--- src/rtl/gsim_bgen.sv ---
// rtl/gsim_bgen.sv - forward model b = A*x for the 16x16 banded Gauss-Seidel matrix
module gsim_bgen #(
  parameter int N  = 16,
  parameter int XW = 32,
  parameter int BW = 16
) (
  input  logic          clk,
  input  logic          reset,
  input  logic          in_en,
  input  logic [XW-1:0] x_in,
  output logic          in_ready,
  output logic          out_valid,
  output logic [BW-1:0] b_out
);

  localparam int LW = $clog2(N);
  // Accumulator width: 20*x plus three pair sums cannot exceed 60*2^31.
  localparam int SW = XW + 6;

  typedef enum logic [1:0] {IDLE, LOAD, CALC, OUT} state_t;

  state_t               state, state_nxt;
  logic [LW-1:0]        load_cnt;
  logic [LW-1:0]        out_cnt;
  logic signed [XW-1:0] xbuf [N];
  logic                 load_fire;

  logic signed [XW-1:0] xm3, xm2, xm1, x0, xp1, xp2, xp3;
  logic signed [XW:0]   p1, p2, p3;
  logic signed [SW-1:0] s, r_full;
  logic [BW-1:0]        b_sat;

  assign load_fire = in_en & in_ready;

  // Band tap: indices outside 0..N-1 read as zero (edge truncation, no wrap).
  function automatic logic signed [XW-1:0] tap(input int idx);
    logic [31:0] uidx;
    uidx = idx;
    if (idx < 0 || idx > N - 1) return '0;
    return xbuf[uidx[LW-1:0]];
  endfunction

  // State register.
  always_ff @(posedge clk) begin
    if (reset) state <= IDLE;
    else       state <= state_nxt;
  end

  // Next-state logic: IDLE -> LOAD -> CALC -> OUT -> IDLE.
  always_comb begin
    state_nxt = state;
    case (state)
      IDLE: if (in_en) state_nxt = LOAD;
      LOAD: if (in_en && load_cnt == LW'(N - 1)) state_nxt = CALC;
      CALC: state_nxt = OUT;
      OUT:  if (out_cnt == LW'(N - 1)) state_nxt = IDLE;
      default: state_nxt = IDLE;
    endcase
  end

  // Output decode: accept input only while collecting a frame.
  always_comb begin
    in_ready = 1'b0;
    if (state == IDLE || state == LOAD) in_ready = 1'b1;
  end

  // Combinational MAC for the row selected by out_cnt, rounded and saturated.
  always_comb begin
    int ci;
    ci  = int'({{(32-LW){1'b0}}, out_cnt});
    xm3 = tap(ci - 3);
    xm2 = tap(ci - 2);
    xm1 = tap(ci - 1);
    x0  = tap(ci);
    xp1 = tap(ci + 1);
    xp2 = tap(ci + 2);
    xp3 = tap(ci + 3);
    p1  = (XW+1)'(xm1) + (XW+1)'(xp1);
    p2  = (XW+1)'(xm2) + (XW+1)'(xp2);
    p3  = (XW+1)'(xm3) + (XW+1)'(xp3);
    s   = SW'(x0) * SW'(20) - SW'(p1) * SW'(13) + SW'(p2) * SW'(6) - SW'(p3);
    // Adding half an LSB then flooring gives round-half-toward-+inf.
    r_full = (s + (SW'(1) <<< 15)) >>> 16;
    if (r_full > SW'(32767))       b_sat = 16'h7FFF;
    else if (r_full < -SW'(32768)) b_sat = 16'h8000;
    else                           b_sat = r_full[BW-1:0];
  end

  // Datapath: x capture, counters, and registered result stream.
  always_ff @(posedge clk) begin
    if (reset) begin
      load_cnt  <= '0;
      out_cnt   <= '0;
      out_valid <= 1'b0;
      b_out     <= '0;
      for (int k = 0; k < N; k++) xbuf[k] <= '0;
    end else begin
      if (load_fire) begin
        xbuf[load_cnt] <= x_in;
        load_cnt       <= (load_cnt == LW'(N - 1)) ? '0 : load_cnt + 1'b1;
      end
      out_valid <= (state == OUT);
      if (state == OUT) begin
        b_out   <= b_sat;
        out_cnt <= out_cnt + 1'b1;
      end else begin
        out_cnt <= '0;
      end
    end
  end

endmodule

--- config.mk ---
export PLATFORM = sky130hd
export DESIGN_NAME = gsim_bgen
export DESIGN_NICKNAME = d
export VERILOG_FILES = /design/src/rtl/gsim_bgen.sv
export SDC_FILE = /design/constraint.sdc
export NUM_CORES = 2
export LEC_CHECK = 0
export CAP_MARGIN = 20
export CORE_ASPECT_RATIO = 1.75
export CORE_MARGIN = 1
export CORE_UTILIZATION = 30
export DETAILED_ROUTE_END_ITERATION = 12
export GPL_ROUTABILITY_DRIVEN = 1
export SYNTH_ARGS = -nofsm -noshare
export SYNTH_HDL_FRONTEND = slang
export SYNTH_SLANG_ARGS = --single-unit
--- constraint.sdc ---
create_clock -name clk -period 32.4 [get_ports clk]
set_input_delay 6.48 -clock clk [delete_from_list [all_inputs] [get_ports clk]]
set_output_delay 6.48 -clock clk [all_outputs]
set_load 0.05 [all_outputs]
==> impl_metrics.yaml <==
clocking:
  cts_buffers: 49
  cts_setup_buffers: 0
  cts_tree: "built"
  cts_buffer_depth: 3
  cts_resized: 0
  htreeDepth: 2
  clock_latency_ns: 0.69
  cts_hold_buf: 0
  cts.sinks: 539
  clkTransAtPathRegs_ns: 0.07
  root_buffer: "clkbuf_16"
logic_synthesis:
  async_flop_share: 0
  ys_seq_area_frac: 0.297
  yosysUniqueCellTypes: 72
  yosys_warnings: 0
  avgSynthCellArea_um2: 12.0
  syn_inst: 4460
  synthFlopType: "edfxtp_1"
  syn-cell-area_um2: 53600
  synth_seq_cells: 539
  synth-edff-count: 512
  syn-num-nets: 5050
pwr:
  ir_drop_v: 0.000201
  power.leakage_nw: 21.4
  cellPowerDensity_nw_per_um2: 106
placed_design:
  gp_congestion: 0.953
  io_buffers: 52
  dp_hpwl_um: 134000
detailed_routing:
  wirelength_um: 193000
  wl_per_cell_um: 28.5
  detail-route-antenna-nets: 0
  first_iter_violations: 4300
  drc: 0
  viasPerCell: 5.88
  first_pass_iters: 6
  vias: 39900
die:
  std_cell_rows: 205
  io_pins: 53
  floorplan.initialDensity: 0.301
  die_h_um: 561
  dieArea_um2: 181000
  die_w_um: 322
  core-area_um2: 178000
worst_setup_path:
  cp_slowest_cell: "dfxtp_4"
  path_class: "register to register"
  cp.arrival_ns: 13.45
  worst_r2r_startpoint: "out_cnt[0]"
  worst_setup_path_end_kind: "register"
  critical_path_required_ns: 32.93
  critPathMaxFanout: 120
  max_stage_delay_ns: 0.88
  startpoint: "out_cnt[0]"
  cp_common_cell: "ha_1"
  start_kind: "register"
status:
  status: "finished, final reports clean"
sta:
  tightest_slew_ns: 1.07
  fmax_mhz: 77.4
  fin_tns_setup_ns: 0
  min_period_ns: 12.92
  slew_headroom: 0.280
  finalMaxSlewViolations: 0
  rsz0062_at_grt: "no"
  clock_skew_ns: 0.0214
  setup_viol: 0
  finalHoldViolCount: 0
  period_share: 0.399
flow_run:
  maxCapViolCount: 0
grt:
  grt_pass1_vias: 39800
  grt_pass1_wl_um: 276000
  antenna_found_initial: 22
  gr-total-overflow: 0
  grt.total_usage: 0.210
  grt_max_degree: 136
finish:
  fin_util: 0.330
  area_growth_pct: 9.49
  nNetsFinal: 4935
  drive_gt1_frac: 0.193
  fillers: 17600
worst_hold_path:
  hp-start: "load_cnt[0]"
  min_path_type: "register to register"
## stage by stage
step           power [W]  cells  cell area (um2)  setup slack (ns)  hold WS [ns]
2_1_floorplan    0.00454   4460            53600             20.43         0.478
3_3_place_gp     0.00559   6672            57000             19.69         0.503
3_5_place_dp     0.00567   6672            57000             19.54         0.503
4_1_cts          0.00632   6763            58700             19.51         0.515
5_1_grt          0.00691   6767            58700             18.51         0.545
6_report         0.00622   6774            58700             19.48         0.514
## power by group
part / switching (W) / internal, W
registers: 0.0000382 / 0.000804
logic: 0.00272 / 0.00203
clock network: 0.000297 / 0.000331
## cells by family after synthesis
group | Yosys count | synth area share
and+or+nand+nor | 1187 | 0.124
DFF | 539 | 0.297
adders and majority gates | 555 | 0.153
buffers and inverters | 675 | 0.0479
muxes | 753 | 0.278
xor gates and xnor gates | 152 | 0.0251
AOI/OAI and AO/OA | 599 | 0.0755
## layout make-up
class,instances,area (um2),share of cell area
multi-input combinational,3246,35500,0.605
sequential,539,15900,0.271
tap,2380,2980,0.0507
inverter,365,1370,0.0233
timing repair buffer,144,1260,0.0215
clock buffer,56,1250,0.0213
clock inverter,35,408,0.00694
antenna,9,22.5,0.000383
## per-layer routing
layer  global-route usage  routed length, um
met1                0.231              64700
met2                0.363              95000
met3               0.0402              17500
met4                0.149              16000
met5                    0                 92
## worst paths after layout
path,slack (ns),depth (start not counted),to
worst min register to register,0.51,2,load_cnt[0]
worst min-delay path,0.51,2,load_cnt[0]
worst max register to register,19.48,44,b_out[3]
worst max-delay path,19.48,44,b_out[3]
## synthesized netlist by cell type (41+ instances only)
cell      instances  area share
o21ai_0          70      0.0065
buf_1            58      0.0041
nor2b_1         199       0.023
nand2_1         146       0.010
xnor2_1         101       0.016
inv_1           364       0.025
mux2i_1         160       0.030
a211oi_1        102       0.014
fa_1            169       0.063
xor2_1           50      0.0082
o22ai_1          55      0.0064
ha_1            386       0.090
nor3_1           41      0.0038
mux4_2          589        0.25
and2_1          522       0.061
clkbuf_1        230       0.016
nor2_1          139      0.0097
edfxtp_1        512        0.29
a21o_1           58      0.0081
a21oi_1         132       0.012
## sequential cells by signal (all words and copies together) (netlist names)
signal	flops
state	2
load_cnt	4
out_valid	1
xbuf	512
out_cnt	4
b_out	16
## critical path: cells and delay by family, from the launching register on
kind	cells	cell delay (ns)
buffers and inverters	4	1.52
flip-flops	1	0.88
AND/OR/NAND/NOR	6	1.08
adder cells (fa/ha/maj)	7	2.66
XOR/XNOR	4	0.84
AO/OA/AOI/OAI	21	4.48
multiplexers	2	1.16
## placed cells by master, fill, tap and decap left out, drive strengths merged, types with 11 or more instances in the layout
| master | instances |
|---|---|
| mux4 | 589 |
| and2 | 522 |
| edfxtp | 512 |
| ha | 386 |
| inv | 366 |
| nor2b | 201 |
| fa | 169 |
| mux2i | 160 |
| nand2 | 146 |
| nor2 | 139 |
| a21oi | 136 |
| a211oi | 103 |
| xnor2 | 101 |
| buf | 92 |
| o21ai | 72 |
| a21o | 58 |
| clkbuf | 57 |
| o22ai | 56 |
| clkdlybuf4s50 | 51 |
| xor2 | 50 |
| nor3 | 41 |
| nand3 | 36 |
| a31oi | 29 |
| o21bai | 27 |
| dfxtp | 27 |
| o21a | 24 |
| or2 | 22 |
| clkinv | 22 |
| or3 | 21 |
| nand4 | 18 |
| nand2b | 16 |
| o32ai | 15 |
| and3 | 13 |
| o221ai | 12 |
| o211ai | 11 |
Power figures use the tool's default switching activity.
